<file path="src/rtl/set_button_pulser.sv">
// Debounced up/down pushbutton front end for the clock's set counters.
// Emits one inc/dec pulse per press, then auto-repeats while the button stays held.
module set_button_pulser #(
    parameter int DEB_CYCLES  = 4,
    parameter int HOLD_CYCLES = 8,
    parameter int REP_CYCLES  = 3
) (
    input  logic clk,
    input  logic rst,
    input  logic btn_up,
    input  logic btn_dn,
    output logic inc,
    output logic dec,
    output logic repeating
);

    localparam int MAX_AB = (DEB_CYCLES > HOLD_CYCLES) ? DEB_CYCLES : HOLD_CYCLES;
    localparam int MAXC   = (MAX_AB > REP_CYCLES) ? MAX_AB : REP_CYCLES;
    localparam int CW     = $clog2(MAXC + 1);

    localparam logic [CW-1:0] DEB_LAST  = CW'(DEB_CYCLES - 1);
    localparam logic [CW-1:0] HOLD_LAST = CW'(HOLD_CYCLES - 1);
    localparam logic [CW-1:0] REP_LAST  = CW'(REP_CYCLES - 1);
    localparam logic [CW-1:0] CNT_ONE   = CW'(1);

    typedef enum logic [2:0] {
        IDLE   = 3'd0,
        ARM    = 3'd1,
        HOLD   = 3'd2,
        REPEAT = 3'd3,
        REL    = 3'd4,
        LOCK   = 3'd5
    } state_t;

    state_t        state_q, state_d;
    logic [CW-1:0] cnt_q, cnt_d;
    logic          dir_q, dir_d;
    logic          pulse;
    logic [1:0]    up_sync, dn_sync;
    logic          up_s, dn_s;
    logic          own, other;

    assign up_s  = up_sync[1];
    assign dn_s  = dn_sync[1];
    // "own" is the button that started this press, "other" the opposite one
    assign own   = dir_q ? up_s : dn_s;
    assign other = dir_q ? dn_s : up_s;

    always_comb begin
        state_d = state_q;
        cnt_d   = cnt_q;
        dir_d   = dir_q;
        pulse   = 1'b0;
        unique case (state_q)
            IDLE: begin
                if (up_s && dn_s) begin
                    state_d = LOCK;
                    cnt_d   = '0;
                end else if (up_s || dn_s) begin
                    state_d = ARM;
                    dir_d   = up_s;
                    cnt_d   = CNT_ONE;
                end
            end
            ARM: begin
                if (!own) begin
                    state_d = IDLE;
                    cnt_d   = '0;
                end else if (other) begin
                    state_d = LOCK;
                    cnt_d   = '0;
                end else if (cnt_q == DEB_LAST) begin
                    state_d = HOLD;
                    cnt_d   = '0;
                    pulse   = 1'b1;
                end else begin
                    cnt_d = cnt_q + CNT_ONE;
                end
            end
            HOLD: begin
                if (!own) begin
                    state_d = REL;
                    cnt_d   = '0;
                end else if (other) begin
                    state_d = LOCK;
                    cnt_d   = '0;
                end else if (cnt_q == HOLD_LAST) begin
                    state_d = REPEAT;
                    cnt_d   = '0;
                    pulse   = 1'b1;
                end else begin
                    cnt_d = cnt_q + CNT_ONE;
                end
            end
            REPEAT: begin
                if (!own) begin
                    state_d = REL;
                    cnt_d   = '0;
                end else if (other) begin
                    state_d = LOCK;
                    cnt_d   = '0;
                end else if (cnt_q == REP_LAST) begin
                    cnt_d = '0;
                    pulse = 1'b1;
                end else begin
                    cnt_d = cnt_q + CNT_ONE;
                end
            end
            REL: begin
                // any bounce during release restarts the quiet-period count
                if (up_s || dn_s) begin
                    cnt_d = '0;
                end else if (cnt_q == DEB_LAST) begin
                    state_d = IDLE;
                    cnt_d   = '0;
                end else begin
                    cnt_d = cnt_q + CNT_ONE;
                end
            end
            LOCK: begin
                if (!up_s && !dn_s) begin
                    state_d = REL;
                    cnt_d   = '0;
                end
            end
            default: begin
                state_d = REL;
                cnt_d   = '0;
            end
        endcase
    end

    always_ff @(posedge clk) begin
        if (rst) begin
            up_sync   <= 2'b00;
            dn_sync   <= 2'b00;
            state_q   <= REL;
            cnt_q     <= '0;
            dir_q     <= 1'b0;
            inc       <= 1'b0;
            dec       <= 1'b0;
            repeating <= 1'b0;
        end else begin
            up_sync   <= {up_sync[0], btn_up};
            dn_sync   <= {dn_sync[0], btn_dn};
            state_q   <= state_d;
            cnt_q     <= cnt_d;
            dir_q     <= dir_d;
            inc       <= pulse & dir_q;
            dec       <= pulse & ~dir_q;
            repeating <= (state_d == REPEAT);
        end
    end

endmodule

</file>
<file path="config.mk">
export PLATFORM = sky130hd
export DESIGN_NAME = set_button_pulser
export DESIGN_NICKNAME = d
export VERILOG_FILES = /design/src/rtl/set_button_pulser.sv
export SDC_FILE = /design/constraint.sdc
export NUM_CORES = 1
export LEC_CHECK = 0
export CAP_MARGIN = 10
export CELL_PAD_IN_SITES_DETAIL_PLACEMENT = 1
export CELL_PAD_IN_SITES_GLOBAL_PLACEMENT = 1
export CORE_MARGIN = 3
export CORE_UTILIZATION = 32
export CTS_BUF_LIST = sky130_fd_sc_hd__clkbuf_4 sky130_fd_sc_hd__clkbuf_8
export CTS_CLUSTER_DIAMETER = 150
export DETAILED_ROUTE_END_ITERATION = 16
export GPL_TIMING_DRIVEN = 0
export PLACE_DENSITY = 0.71
export REMOVE_ABC_BUFFERS = 1
export SLEW_MARGIN = 20
export SYNTH_ARGS = -nofsm -noshare
export SYNTH_HDL_FRONTEND = slang
export SYNTH_SLANG_ARGS = --single-unit
</file>
<file path="constraint.sdc">
create_clock -name clk -period 2.2 [get_ports clk]
set_clock_uncertainty 0.15 [all_clocks]
set_input_delay 0.33 -clock clk [delete_from_list [all_inputs] [get_ports clk]]
set_output_delay 0.33 -clock clk [all_outputs]
set_load 0.02 [all_outputs]
</file>
== After elaboration in Yosys (flattened, before gate mapping) ==
Cells that the tools add are included.
Widths: inputs -> output; s select.

* Flip-flop bits (word level): 15
* Bits in latches: 0
* RAM bits: 0
* ROM bits: 0
* Output and inout bits: 3
* Word-level logic and storage cells: 72
* Memories kept: 0

* Add/subtract/negate cells: 1
* Multiply operators: 0
* Div/mod/pow operators: 0
* Magnitude comparators: 0
* Equal/unequal tests: 11
* Shifts and indexed selects: 0
* Multiplexer cells: 40
* Bitwise gates (word level): 4
* Reduce and logical (&&, ||, !) cells: 8

{| class="wikitable"
|+ Operators with widths
! kind !! count
|-
| $mux 4 || 13
|-
| $mux 3 || 13
|-
| $pmux 4 s6 || 1
|-
| $pmux 3 s6 || 1
|-
| $mux 1 || 11
|-
| $eq 3x2->1 const B || 3
|-
| $eq 4x2->1 const B || 2
|-
| $eq 3x3->1 const B || 2
|-
| $add 4x1->4 const B || 1
|-
| $eq 4x3->1 const B || 1
|-
| $eq 3x1->1 const B || 1
|-
| $logic_not 3->1 || 1
|-
| $ne 3x3->1 const B || 1
|-
| $pmux 1 s3 || 1
|-
| $reduce_and 3->1 || 1
|-
| $and 1x1->1 || 2
|-
| $logic_and 1x1->1 || 2
|-
| $logic_not 1->1 || 2
|-
| $ne 2x2->1 const B || 1
|-
| $not 1->1 || 2
|-
| $reduce_and 2->1 || 1
|-
| $logic_or 1x1->1 || 1
|}

== Longest topological paths before layout ==
Gate-level depths: netlist of the first run.

* Depth in word-level cells: 6
* Mapped depth: 7
* Depth with buffers taken out: 7

== Worst setup path after synthesis of the first run ==
No wires, ideal clock.

* Path type: reg2reg
* Start: register cnt_q[0]
* End: register repeating
* Setup time: 121 ps
* Arrival: 1479 ps
* Required time: 1929 ps
* Setup slack: 451 ps
* Stages on the path, launching flop included: 7
* Period minus slack after synthesis: 1749 ps
* Path through: dfxtp_1 ha_1 or3b_1 a21boi_2 o21ai_1 a211oi_2 nor2b_1

* Word-level cells in the longest chain between the ends: 6
* Elaborated cells between the ends (all ways): 12

{| class="wikitable"
|+ Ends and longest elaborated chain
! what !! RTL line !! source
|-
| start: declaration || 36 || <nowiki>logic [CW-1:0] cnt_q, cnt_d;</nowiki>
|-
| start signal: assignment || 147 || <nowiki>cnt_q <= cnt_d;</nowiki>
|-
| $eq 4x3->1 / $eq 4x2->1 (equally long branches) || 87, 72, 113 ||
|-
| $mux 3 (on tied branches) || 87, 72 ||
|-
| $mux 3 (on tied branches) || 84, 69 ||
|-
| $mux 3 (on tied branches) || 81, 66 ||
|-
| $pmux 3 s6 (*) || 54 || <nowiki>unique case (state_q)</nowiki>
|-
| $eq 3x2->1 (*) || 151 || <nowiki>repeating <= (state_d == REPEAT);</nowiki>
|-
| end signal: assignment || 151 ||
|-
| end: declaration || 14 || <nowiki>output logic repeating</nowiki>
|}

Mark *: on every way between the ends. The rest lies on a longest branch, timed or not.
A chain may end at the register's enable or synchronous reset.

== Worst setup path in the final report of the first run ==
Ends and elaborated chain as after synthesis.

==> results.tsv, run 1 <==
metric	value	unit
outcome	complete, no violations	
slowest_stage	dfxtp_1	
pin_count	7	
clk_latency	0.29	ns
die_w	58.73	um
dr.pass1.iters	3	
synth_cell_types	39	
cap_viol_max_count	0	
die_area	3449	um2
synth_area_leaders	dfxtp_1 34%, ha_1 7.0%, nor2_1 4.6%	
cts_hold_buf	0	
vias_per_cell	5.265	
clk_pin_slew	0.10	ns
synth_area	889.6	um2
netlist_instances	96	
die_h	58.73	um
yosysMostFrequentCell	dfxtp_1	
crit_required	2.23	ns
setup_viol	0	
vias	695	
drc	0	
hold_class	flip-flop to flip-flop	
yosysSeqAreaShare	33.76	%
p_per_area	544.7	nW/um2
ant_nets	0	
synth_top_area_cell	dfxtp_1	
layout-drive-gt1-share	14.71	%
antennaDiodeCount	0	
initialDrtViolationCount	9	
cp.depth	6	
fin_crit	1.980	ns
tightest_slew	0.5673	ns
fmax	505.1	MHz
dp_hpwl	1442	um
postCtsSetupRepairBufs	0	
grt_pass1_wl	3249	um
cts_buffers	3	
vdd_drop_max	385.0	uV
worst-setup-path-type	flip-flop to flip-flop	
cts_tree	built	
rsz0062_at_grt	no	
finalNetCount	112	
syn_avg_cell_area	9.267	um2
synth_edf_count	0	
placed_cell_area	947.2	um2
hold_viol	0	
path_buf_inv	0	
gr-total-overflow	0	
rows	18	
wire_per_inst	14.62	um
synth_top_cell_area_share	33.76	%
p_total	0.5309	mW
drt_wl_total	1930	um
grt_pass1_vias	732	
cts.path.max_buffers	2	
max_stage_delay	0.41	ns
grt_use_total	12.44	%
cp_top_family	compound AO/OA/AOI/OAI gates	
synth-async-reset-ratio	0	%
tns	0	ns
fin_hold_ws	0.3045	ns
max_slew_margin	62.13	%
fin_area	974.7	um2
gp_congestion	0.7857	
synth_common_cells	15 x dfxtp_1, 11 x nor2_1, 7 x nand2_1	
grt_max_degree	15	
p_leak	0.3434	nW
post-route-util	37.96	%
cts.repair.resized	0	
antenna_found_initial	0	
crit_fanout	6	
ff2ff_path_depth	6	
start_util	34.65	%
area_delta_synth_final	9.564	%
crit_arrival	2.01	ns
crit_chain	ha_1, or3b_1, a21boi_2, o21ai_1, a211oi_2, nor2b_1	
crit_path_start_kind	flip-flop	
synth_ff_type	dfxtp_1	
core_area	2567	um2
hold_depth	1	
synth-seq-cells	15	
cts-root-buf	clkbuf_4	
synth_warnings	0	
finalCritPeriodShare	89.98	%
h-tree-depth	1	
port_buffers	6	
critPathCaptureType	flip-flop	
clock-sinks	15	
slew_violations	0	
[report_power, final]
| part | switching [mW] | total, mW | internal (mW) |
|---|---|---|---|
| logic | 0.0355 | 0.0681 | 0.0327 |
| registers | 0.0143 | 0.297 | 0.283 |
| clock network | 0.0983 | 0.166 | 0.0675 |
[cell usage in the layout, fill, tap and decap left out, types with 3 or more instances in the layout]
| cell type | instances |
|---|---|
| a21oi_1 | 3 |
| clkbuf_4 | 3 |
| clkdlybuf4s50_1 | 6 |
| dfxtp_1 | 15 |
| ha_1 | 5 |
| inv_1 | 5 |
| nand2_1 | 7 |
| nand3_1 | 5 |
| nand3b_1 | 4 |
| nor2_1 | 11 |
| nor2b_1 | 5 |
[worst reg2reg max path: cells and delay by family (launching register included)]
kind,cells,cell delay [ns]
adders and majority gates,1,0.27
and+or+nand+nor,2,0.46
DFF,1,0.41
AOI/OAI and AO/OA,3,0.59
[metal layers]
| layer | part of all wire (%) | vias up | track usage (%) |
|---|---|---|---|
| met5 | 0 | - | 0 |
| met2 | 51 | 4 | 22.40 |
| met4 | 1.0 | 0 | 6.796 |
| met3 | 1.8 | 2 | 1.316 |
| met1 | 47 | 335 | 14.17 |
| li1 | - | 354 | - |
[final cells by class]
cell class | instances | area, um2
fillers | 315 | 1593
multi-input cells | 72 | 530.5
flip-flops and latches | 15 | 300.3
repair buffers | 6 | 60.06
well taps | 30 | 37.54
clock buffers | 3 | 22.52
inverters | 5 | 18.77
clock inverters | 1 | 5.005
[path summary, 6_finish.rpt]
kind	slack (ns)	startpoint	end
min reg2reg	0.30	dn_sync[0]	dn_sync[1]
min	0.30	dn_sync[0]	dn_sync[1]
max	0.22	cnt_q[0]	repeating
max reg2reg	0.22	cnt_q[0]	repeating
[per-stage QoR]
| stage | instances | setup WS (ns) |
|---|---|---|
| 2_1_floorplan | 92 | 0.4508 |
| 3_3_place_gp | 128 | 0.2649 |
| 3_5_place_dp | 128 | 0.2107 |
| 4_1_cts | 132 | 0.1907 |
| 5_1_grt | 132 | 0.08913 |
| 6_report | 132 | 0.2204 |
[registers in the layout, indices dropped and copies added (netlist names)]
| register | flops |
|---|---|
| dec | 1 |
| dn_sync | 2 |
| dir_q | 1 |
| repeating | 1 |
| up_sync | 2 |
| cnt_q | 4 |
| inc | 1 |
| state_q | 3 |
[cell families (layout without fill, tap and decap cells)]
family	count (synthesis)	after routing	share of synthesized area, %
mux	2	2	2.250
compound gates	20	20	19.69
simple gates	44	44	29.68
fa+ha+maj	5	5	7.032
xor+xnor	1	1	0.9847
flops	15	15	33.76
buf+inv	9	15	6.611
(Power assumes the default switching activity.)
==> run 2, diff against run 1 <==
--- a/config.mk
+++ b/config.mk
@@ -14,7 +14,7 @@
 export CTS_CLUSTER_DIAMETER = 150
 export DETAILED_ROUTE_END_ITERATION = 16
 export GPL_TIMING_DRIVEN = 0
-export PLACE_DENSITY = 0.71
+export PLACE_DENSITY = 0.67
 export REMOVE_ABC_BUFFERS = 1
 export SLEW_MARGIN = 20
 export SYNTH_ARGS = -nofsm -noshare
==> run 2 against run 1 <==
Effect of this change:
- sequential power about the same
- sequential share of layout area is the same
- fmax decreased by 1.5%
- critical path depth did not move
- clock-buffer cell count unchanged
- highest routed layer unchanged
- first-iteration DRC count up 67%
- register-to-register slack got worse by 0.03 ns
- clock power shrank 7%
- final area stayed put
- flip-flop and latch count stayed put
- power fell by 1.9%
- utilization stayed put
==> results.tsv, run 2 (synthesis results as in run 1) <==
metric	value	unit
outcome	complete, no violations	
cts_hold_buf	0	
grt_pass1_wl	3305	um
setup_viol	0	
fmax	497.3	MHz
slowest_stage	dfxtp_1	
finalNetCount	112	
placed_cell_area	947.2	um2
vdd_drop_max	460.0	uV
port_buffers	6	
fin_area	974.7	um2
crit_arrival	2.03	ns
crit_required	2.22	ns
crit_fanout	6	
clockPowerShare	29.8	%
rows	18	
combinationalPowerShare	13.2	%
nFillCells	323	
start_util	34.65	%
pin_count	7	
h-tree-depth	1	
grt_max_degree	15	
top_register	cnt_q	
vias_per_cell	5.212	
die_h	58.73	um
die_area	3449	um2
rsz0062_at_grt	no	
largest_registers	cnt_q (4), state_q (3)	
tns	0	ns
vias	688	
core_area	2567	um2
max_slew_margin	62.78	%
gp_congestion	0.7820	
crit_path_start_kind	flip-flop	
crit_chain	ha_1, or3b_1, a21boi_2, o21ai_1, a211oi_2, nor2b_1	
antennaDiodeCount	0	
switching_share	26.51	%
layout_commonest_cell	dfxtp_1	
cts_tree	built	
worst-setup-path-type	flip-flop to flip-flop	
fin_hold_ws	0.2974	ns
clk_pin_slew	0.09	ns
slew_violations	0	
dr.pass1.iters	2	
tightest_slew	0.5575	ns
initialDrtViolationCount	15	
max_stage_delay	0.40	ns
cts-root-buf	clkbuf_4	
p_int	0.3829	mW
postCtsSetupRepairBufs	0	
fin_cells	132	
antenna_found_initial	0	
cap_viol_max_count	0	
layout-drive-gt1-share	14.71	%
area_delta_synth_final	9.564	%
drc	0	
cts_buffers	3	
wire_per_inst	13.93	um
power.switching	0.1381	mW
cts.path.max_buffers	2	
clk_latency	0.28	ns
share_seq_of_total_power	57.0	%
finalCritPeriodShare	91.39	%
critPathCaptureType	flip-flop	
ant_nets	0	
grt_pass1_vias	711	
dp_hpwl	1434	um
cts.repair.resized	0	
dp.cells	128	
grt_use_total	12.48	%
hold_viol	0	
p_leak	0.3434	nW
final_cell_mix	15 x dfxtp_1, 11 x nor2_1, 7 x nand2_1	
die_w	58.73	um
gr-total-overflow	0	
fin_crit	2.011	ns
largest_register_ff_count	4	
clock-sinks	15	
hold_class	flip-flop to flip-flop	
drt_wl_total	1839	um
p_per_area	534.5	nW/um2
==> run 2: cell counts in the layout (fill, tap and decap cells not counted) <==
No cell type changed its count.
==> run 2: stage by stage <==
stage,setup WS [ns],total power [mW],util (%)
final,0.1893,0.5210,37.96
after global routing,0.04835,0.5589,37.96
after CTS,0.1781,0.5313,37.96
after detailed placement,0.2025,0.3732,36.89
after global placement,0.2335,0.3696,36.89
after floorplan,0.4508,0.3493,-
==> run 2: worst max-delay path: cells and delay by family, from the launching register on <==
kind            cells  cell delay (ns)
compound gates      3             0.62
simple gates        2             0.46
flops               1             0.40
fa+ha+maj           1             0.26
==> run 2: path summary, 6_finish.rpt <==
kind | slack, ns | cells past startpoint | startpoint | end
max | 0.19 | 6 | cnt_q[0] | repeating
min | 0.30 | 1 | dn_sync[0] | dn_sync[1]
max reg2reg | 0.19 | 6 | cnt_q[0] | repeating
min reg2reg | 0.30 | 1 | dn_sync[0] | dn_sync[1]
==> run 2: cell type report <==
cell class / count / area (um2) / share of cell area (%)
tap: 30 / 37.54 / 3.851
clock inverter: 1 / 5.005 / 0.5135
timing repair buffer: 6 / 60.06 / 6.162
multi-input combinational: 72 / 530.5 / 54.43
inverter: 5 / 18.77 / 1.926
sequential: 15 / 300.3 / 30.81
clock buffer: 3 / 22.52 / 2.311
==> run 2: metal layers <==
| metal | wire, um | vias to the layer above | part of all wire (%) | GRT usage (%) |
|---|---|---|---|---|
| li1 | - | 355 | - | - |
| met1 | 954 | 323 | 52 | 18.56 |
| met2 | 829 | 6 | 45 | 17.82 |
| met3 | 39 | 4 | 2.1 | 2.632 |
| met4 | 16 | 0 | 0.87 | 3.883 |
| met5 | 0 | - | 0 | 0 |
==> run 2: power groups by stage <==
stage	registers (mW)	logic [mW]	clock network, mW
floorplan	0.300	0.0496	0
global placement	0.303	0.0667	0
detailed placement	0.304	0.0695	0
CTS	0.297	0.0703	0.164
global route	0.299	0.0795	0.180
finish	0.297	0.0690	0.155
